**config.mk**
```make
export PLATFORM = sky130hd
export DESIGN_NAME = least_strip_tree
export DESIGN_NICKNAME = d
export VERILOG_FILES = /design/src/rtl/least_strip_tree.sv
export SDC_FILE = /design/constraint.sdc
export NUM_CORES = 1
export LEC_CHECK = 0
export CAP_MARGIN = 20
export CORE_AREA = 2 2 202 204
export CTS_CLUSTER_DIAMETER = 30
export DETAILED_ROUTE_END_ITERATION = 16
export DIE_AREA = 0 0 204 206
export HOLD_SLACK_MARGIN = 0.05
export PLACE_DENSITY = 0.57
export SLEW_MARGIN = 20
export SYNTH_ARGS = -nofsm -noshare
export SYNTH_HDL_FRONTEND = slang
export SYNTH_SLANG_ARGS = --single-unit
```
**constraint.sdc**
```tcl
create_clock -name clk_i -period 2.4 [get_ports clk_i]
set_input_delay 0.6 -clock clk_i [delete_from_list [all_inputs] [get_ports clk_i]]
set_output_delay 0.6 -clock clk_i [all_outputs]
set_load 0.02 [all_outputs]
```
**src/rtl/least_strip_tree.sv**
```systemverilog
// Pipelined minimum-width strip selector: stage-0 eligibility, a registered
// binary comparator tree, and an output register that holds between results.
module least_strip_tree #(
    parameter int NUM_STRIPS = 8,
    parameter int ID_W       = 4,
    parameter int WIDTH_W    = 8,
    parameter int MAX_WIDTH  = 128,
    localparam int IDX_W     = (NUM_STRIPS > 1) ? $clog2(NUM_STRIPS) : 1
) (
    input  logic                          clk_i,
    input  logic                          rst_i,
    input  logic                          valid_i,
    input  logic [NUM_STRIPS*ID_W-1:0]    strip_id_i,
    input  logic [NUM_STRIPS*WIDTH_W-1:0] strip_width_i,
    input  logic [NUM_STRIPS-1:0]         strip_mask_i,
    input  logic                          fit_mode_i,
    input  logic [WIDTH_W-1:0]            req_width_i,
    output logic                          valid_o,
    output logic                          found_o,
    output logic [ID_W-1:0]               strip_id_o,
    output logic [WIDTH_W-1:0]            strip_width_o,
    output logic [IDX_W-1:0]              strip_idx_o
);

    localparam int LEVELS     = (NUM_STRIPS > 1) ? $clog2(NUM_STRIPS) : 0;
    localparam int LEAVES     = 1 << LEVELS;
    localparam int NODES      = 2 * LEAVES - 1;
    localparam int FIRST_LEAF = LEAVES - 1;
    localparam logic [WIDTH_W:0]   MAX_SUM = (WIDTH_W + 1)'(MAX_WIDTH);
    localparam logic [WIDTH_W-1:0] MAX_OUT = WIDTH_W'(MAX_WIDTH);

    // Right wins only when it is eligible and strictly narrower (or left is ineligible).
    function automatic logic take_right(input logic l_elig, input logic [WIDTH_W-1:0] l_width,
                                        input logic r_elig, input logic [WIDTH_W-1:0] r_width);
        return r_elig & (~l_elig | (r_width < l_width));
    endfunction

    logic [LEVELS:0]    valid_r;
    logic               leaf_elig_s  [LEAVES];
    logic [WIDTH_W-1:0] leaf_width_s [LEAVES];
    logic [ID_W-1:0]    leaf_id_s    [LEAVES];
    // Heap layout: node 0 is the root, children of node i are 2i+1 (left) and 2i+2 (right).
    logic               node_elig_r  [NODES];
    logic [WIDTH_W-1:0] node_width_r [NODES];
    logic [ID_W-1:0]    node_id_r    [NODES];
    logic [IDX_W-1:0]   node_idx_r   [NODES];

    // Leaf values: padding leaves first, then real candidates with mask and fit test.
    always_comb begin
        for (int k = 0; k < LEAVES; k++) begin
            leaf_elig_s[k]  = 1'b0;
            leaf_width_s[k] = {WIDTH_W{1'b0}};
            leaf_id_s[k]    = {ID_W{1'b0}};
        end
        for (int k = 0; k < NUM_STRIPS; k++) begin
            leaf_width_s[k] = strip_width_i[k*WIDTH_W +: WIDTH_W];
            leaf_id_s[k]    = strip_id_i[k*ID_W +: ID_W];
            if (fit_mode_i) begin
                leaf_elig_s[k] = strip_mask_i[k] &
                    (({1'b0, leaf_width_s[k]} + {1'b0, req_width_i}) <= MAX_SUM);
            end else begin
                leaf_elig_s[k] = strip_mask_i[k];
            end
        end
    end

    // Per-stage valid bits; reset drops everything in flight.
    always_ff @(posedge clk_i or posedge rst_i) begin
        if (rst_i) begin
            valid_r <= {(LEVELS + 1){1'b0}};
        end else begin
            valid_r[0] <= valid_i;
            for (int j = 1; j <= LEVELS; j++) begin
                valid_r[j] <= valid_r[j-1];
            end
        end
    end

    // Data pipeline: stage-0 leaves and every tree node load each cycle.
    always_ff @(posedge clk_i) begin
        for (int k = 0; k < LEAVES; k++) begin
            node_elig_r[FIRST_LEAF+k]  <= leaf_elig_s[k];
            node_width_r[FIRST_LEAF+k] <= leaf_width_s[k];
            node_id_r[FIRST_LEAF+k]    <= leaf_id_s[k];
            node_idx_r[FIRST_LEAF+k]   <= IDX_W'(k);
        end
        for (int i = 0; i < LEAVES - 1; i++) begin
            if (take_right(node_elig_r[2*i+1], node_width_r[2*i+1],
                           node_elig_r[2*i+2], node_width_r[2*i+2])) begin
                node_elig_r[i]  <= node_elig_r[2*i+2];
                node_width_r[i] <= node_width_r[2*i+2];
                node_id_r[i]    <= node_id_r[2*i+2];
                node_idx_r[i]   <= node_idx_r[2*i+2];
            end else begin
                node_elig_r[i]  <= node_elig_r[2*i+1];
                node_width_r[i] <= node_width_r[2*i+1];
                node_id_r[i]    <= node_id_r[2*i+1];
                node_idx_r[i]   <= node_idx_r[2*i+1];
            end
        end
    end

    // Output register: loads on a final-stage valid, otherwise holds the last result.
    always_ff @(posedge clk_i or posedge rst_i) begin
        if (rst_i) begin
            valid_o       <= 1'b0;
            found_o       <= 1'b0;
            strip_id_o    <= {ID_W{1'b0}};
            strip_width_o <= MAX_OUT;
            strip_idx_o   <= {IDX_W{1'b0}};
        end else begin
            valid_o <= valid_r[LEVELS];
            if (valid_r[LEVELS]) begin
                if (node_elig_r[0]) begin
                    found_o       <= 1'b1;
                    strip_id_o    <= node_id_r[0];
                    strip_width_o <= node_width_r[0];
                    strip_idx_o   <= node_idx_r[0];
                end else begin
                    found_o       <= 1'b0;
                    strip_id_o    <= {ID_W{1'b0}};
                    strip_width_o <= MAX_OUT;
                    strip_idx_o   <= {IDX_W{1'b0}};
                end
            end
        end
    end

endmodule
```
=== After elaboration in Yosys (flattened, before gate mapping) ===
Memory sizes are Yosys's and may differ from the RTL's.
Index checks and enable logic that the tools add are counted.

* Add/sub/neg operators: 8
* $lt $le $gt $ge: 15
* Multiplexer cells: 61
* Bitwise operators: 57

{| class="wikitable"
|+ Operator list
! kind !! number
|-
| $add A8 B8 Y9 || 8
|-
| $le A9 B8 Y1 const B || 8
|-
| $mux W8 || 8
|-
| $lt A8 B8 Y1 || 7
|-
| $mux W1 || 37
|-
| $or A1 B1 Y1 || 35
|-
| $mux W4 || 8
|-
| $mux W3 || 8
|-
| $and A1 B1 Y1 || 15
|-
| $not A1 Y1 || 7
|}

* Register bits after elaboration: 21
* Memory bits (writable): 240
* Bits of input ports: 116
* Output and inout port bits: 17
* Logic and storage cells: 151
* Memories: 4

{| class="wikitable"
|+ Memories
! name !! words !! width !! read ports !! clocked after Yosys merged registers in !! write ports !! line !! RTL
|-
| node_width_r || 15 || 8 || 15 || 0 || 15 || 44 || <nowiki>logic [WIDTH_W-1:0] node_width_r [NODES];</nowiki>
|-
| node_id_r || 15 || 4 || 15 || 0 || 15 || 45 || <nowiki>logic [ID_W-1:0] node_id_r [NODES];</nowiki>
|-
| node_idx_r || 15 || 3 || 15 || 0 || 15 || 46 || <nowiki>logic [IDX_W-1:0] node_idx_r [NODES];</nowiki>
|-
| node_elig_r || 15 || 1 || 15 || 0 || 15 || 43 || <nowiki>logic node_elig_r [NODES];</nowiki>
|}

=== Longest topological paths before layout ===
* Word-level depth: 6
* Mapped depth: 8
* Gate-level depth less buffers: 8

=== Worst setup path before layout ===
No wires, ideal clock.

* Path type: input to register
* Start point: input port strip_width_i[56]
* End point: memory node_elig_r[14]
* Setup time: 59 ps
* Data arrival time: 2398 ps
* Required time: 2341 ps
* Setup slack: -58 ps
* Stages: 8
* Buffers on the path: 0
* Cell sequence: ha_1 -> fa_1 -> a211oi_1 -> xor2_1 -> a31oi_1 -> or4_1 -> nor3_2 -> o311a_1

{| class="wikitable"
|+ RTL lines
! element !! line !! RTL
|-
| from (decl) || 14 || <nowiki>input logic [NUM_STRIPS*WIDTH_W-1:0] strip_width_i,</nowiki>
|-
| to (decl) || 43 ||
|}

==> summary.md <==
The flow ran to the end, but the final reports show violations. The final reports fail on setup timing. Once the floorplan was initialized, standard cells occupied 29.48% of the core.

For the cell area after technology mapping, the log shows 0.01185 mm^2. The arrival time at the worst endpoint is 2.87 ns. The top cell types in the final layout, fill and taps aside, are sky130_fd_sc_hd__dfxtp_1 (206), sky130_fd_sc_hd__buf_4 (135), sky130_fd_sc_hd__clkdlybuf4s50_1 (117), sky130_fd_sc_hd__inv_1 (100). After detailed routing, the total wire length is 34,180 um. Entering global routing, the biggest net connects 30 pins. The clock arrives with 0.01780 ns of skew.

After the first detailed-routing iteration, the DRC count stood at 516. Static timing analysis puts the maximum clock frequency at 416.1 MHz. The number of different library cells used by synthesis comes to 56.

Across every metal layer, demand over resource in global routing totals 16.05%. The smallest setup slack after layout was -0.003436 ns. Hold timing on the final database bottoms out at a slack of 0.2729 ns.

Along the worst path, the maximum fanout reaches 6. In the final layout, the share of cells above drive strength 1 is 19.14%. The routed design could run at a clock period as short as 2.403 ns. In the final layout, the multi-input gates occupy 0.006731 mm^2. The via density per instance was 5.066.

Final net count: 1,774. The layout overhead on the synthesized area was 39.07%. The area of the core region is 0.04018 mm^2, and the remaining antenna violation count is 0. Adding up every negative setup slack in the final design gives -0.003436 ns. The via count of the routed design was 10,670; the filler cell count was 3,952. The number of antenna violations at the first check in global routing is 1, and the mean instance size in the synthesized netlist is 9.205 um^2. The run gives 0.8408 as the weighted congestion at the end of routability-driven global placement.

Registers take 0.004651 mm^2. The number of enable-type register cells in the synthesized netlist came out at 0. VDD sags by at most 536.2 uV.

In the finished design, the share of the clock period the worst path needs comes to 100.1%. Via count of the first global-routing pass: 10,400. The worst setup path is launched from an input port. Clock tree synthesis selected as its root buffer the cell sky130_fd_sc_hd__clkbuf_16. Max-cap violations in this run came to 0. At the worst endpoint, the required time is 2.87 ns.

The logs give 2,002 for the instance count after placement with tap cells included and 39.26% for the register area share after synthesis. Setup repair after global routing could not meet its margin everywhere. In this run the tightest slew margin relative to its limit is 39.80%.

Yosys printed 0 warnings. The critical path in this run is classified as in -> reg. The count of buffers added on input and output ports is 132.

The worst setup path is captured at a register. The clock drives 227 sinks. The run gives 0 as the count of final hold-check violations. The total congestion overflow after global routing was 0. The count of final max-slew check failures was 0; the vertical extent of the die was 206 um. The first detailed-routing pass ran for 5 iterations. In this run, CTS created clock tree buffers numbering 47. In the synthesized netlist the dominant register cell turns out to be sky130_fd_sc_hd__dfxtp_1.

Number of standard cells in the final layout excluding fillers: 2,106. The min-delay analysis places its worst path in the category in -> reg. Power spread over the standard cell area amounts to 888.2 mW/mm^2. After clock tree synthesis, the clock-pin slew on the worst setup and hold paths is 0.04 ns. 133 I/O pins were placed. The design draws 14.63 mW. Horizontal die dimension: 204 um. The total half-perimeter wirelength after legalization and detailed placement was 25,080 um; the largest buffer count on any clock path was 3. The number of hold buffers added after cts came out at 0. The tools report the standby leakage power as 7.203 nW. The die covers 0.04202 mm^2. Total of flip-flops plus latches after synthesis: 227. Synthesis produced a netlist with a net count of 1,524.

The async set-reset flop share out of synthesis was 9.251%; the wire length of the first global-routing pass was 53,960 um. The final setup violation count came out at 1. For the clock latency on the worst-skew pair, the log shows 0.54 ns.

The tools report the DRC violation count after routing as 0. The transition time at the pin with the least slew margin was 0.9011 ns; the level count of the clock H-tree was 2. TritonCTS built the clock tree. The most common cell after layout, fill and taps aside was sky130_fd_sc_hd__dfxtp_1. Synthesis produced 1,287 cells. For the number of standard-cell rows in the floorplan, the log shows 74. The utilization of the core after routing came out at 41.00%. The mean routed wirelength per cell came out at 16.23 um.
## worst max-delay path, cell delays in order
cell	delay [ns]
sky130_fd_sc_hd__buf_6	0.09
sky130_fd_sc_hd__buf_12	0.13
sky130_fd_sc_hd__buf_8	0.12
sky130_fd_sc_hd__ha_4	0.15
sky130_fd_sc_hd__fa_2	0.36
sky130_fd_sc_hd__a211oi_2	0.26
sky130_fd_sc_hd__xor2_1	0.18
sky130_fd_sc_hd__a31oi_1	0.12
sky130_fd_sc_hd__or4_1	0.53
sky130_fd_sc_hd__nor3_2	0.16
sky130_fd_sc_hd__o311a_1	0.15
## flip-flops by register name (all words and copies together), names as in the netlist
signal         flops
valid_r            4
strip_id_o         4
strip_width_o      8
node_elig_r       15
found_o            1
node_width_r     120
valid_o            1
strip_idx_o        3
node_idx_r        11
node_id_r         60
## final cells by class
cell class	instances	area share, %
multi-input combinational	882	40.86
sequential	227	28.23
timing repair buffer	277	15.30
clock buffer	55	7.633
tap	532	4.040
inverter	102	2.324
clock inverter	30	1.602
antenna	1	0.01519
## cells in the mapped netlist (all sizes together), types with 33 or more instances
master / number / area, um^2
dfxtp: 206 / 4124
ha: 113 / 1414
o21ai: 104 / 520.5
inv: 102 / 382.9
nand2: 97 / 364.1
nand3: 80 / 400.4
a31oi: 68 / 425.4
nand4: 68 / 425.4
o2111ai: 62 / 543.0
a21oi: 58 / 290.3
clkbuf: 57 / 214.0
a21o: 52 / 427.9
xor2: 33 / 289.0
## routing by layer
| layer | track usage, % | up-vias | share of wire [%] |
|---|---|---|---|
| met4 | 6.392 | 0 | 2.9 |
| li1 | - | 5300 | - |
| met1 | 20.93 | 4976 | 45 |
| met2 | 26.53 | 320 | 47 |
| met3 | 2.586 | 73 | 5.0 |
| met5 | 0 | - | 0 |
## path summary, 6_finish.rpt
check,start,cells past startpoint,end,slack (ns)
worst min register to register,valid_r[1],0,valid_r[2],0.35
worst max register to register,node_width_r[1][7],8,node_width_r[0][0],0.28
min in group asynchronous,rst_i,2,strip_width_o[2],0.50
max in group asynchronous,rst_i,2,strip_width_o[0],1.43
worst max-delay path,req_width_i[0],11,node_elig_r[14],-0.003
worst min-delay path,strip_width_i[32],1,node_width_r[11][0],0.27
## cells by family after synthesis
kind of cell               synth area share (%)
AOI/OAI and AO/OA                         22.30
and+or+nand+nor                           13.15
DFF                                       39.26
buffers and inverters                     6.041
adders and majority gates                 13.29
xor gates and xnor gates                  3.031
muxes                                     2.936
## per-stage QoR
step	setup WS (ns)	instance area (um^2)
finish	-0.003436	16470
global route	-0.06297	16470
CTS	0.001979	16240
detailed placement	-0.6771	14570
global placement	-0.6657	14570
floorplan	0.04289	11880
## repair_timing
item,4_1_cts,5_1_grt
endpoints found under the setup margin,8,8
setup buffers,11,8
gates resized for setup,26,41
pin swaps,15,23
## power by group
part / switching (mW) / total, mW / leakage [nW] / internal, mW
sequential: 0.398 / 4.89 / 1.99 / 4.49
combinational: 1.93 / 3.67 / 4.46 / 1.74
clock: 2.10 / 6.08 / 0.753 / 3.98
total: 4.43 / 14.6 / 7.20 / 10.2
Note: power is estimated with default switching activity, not from simulation.
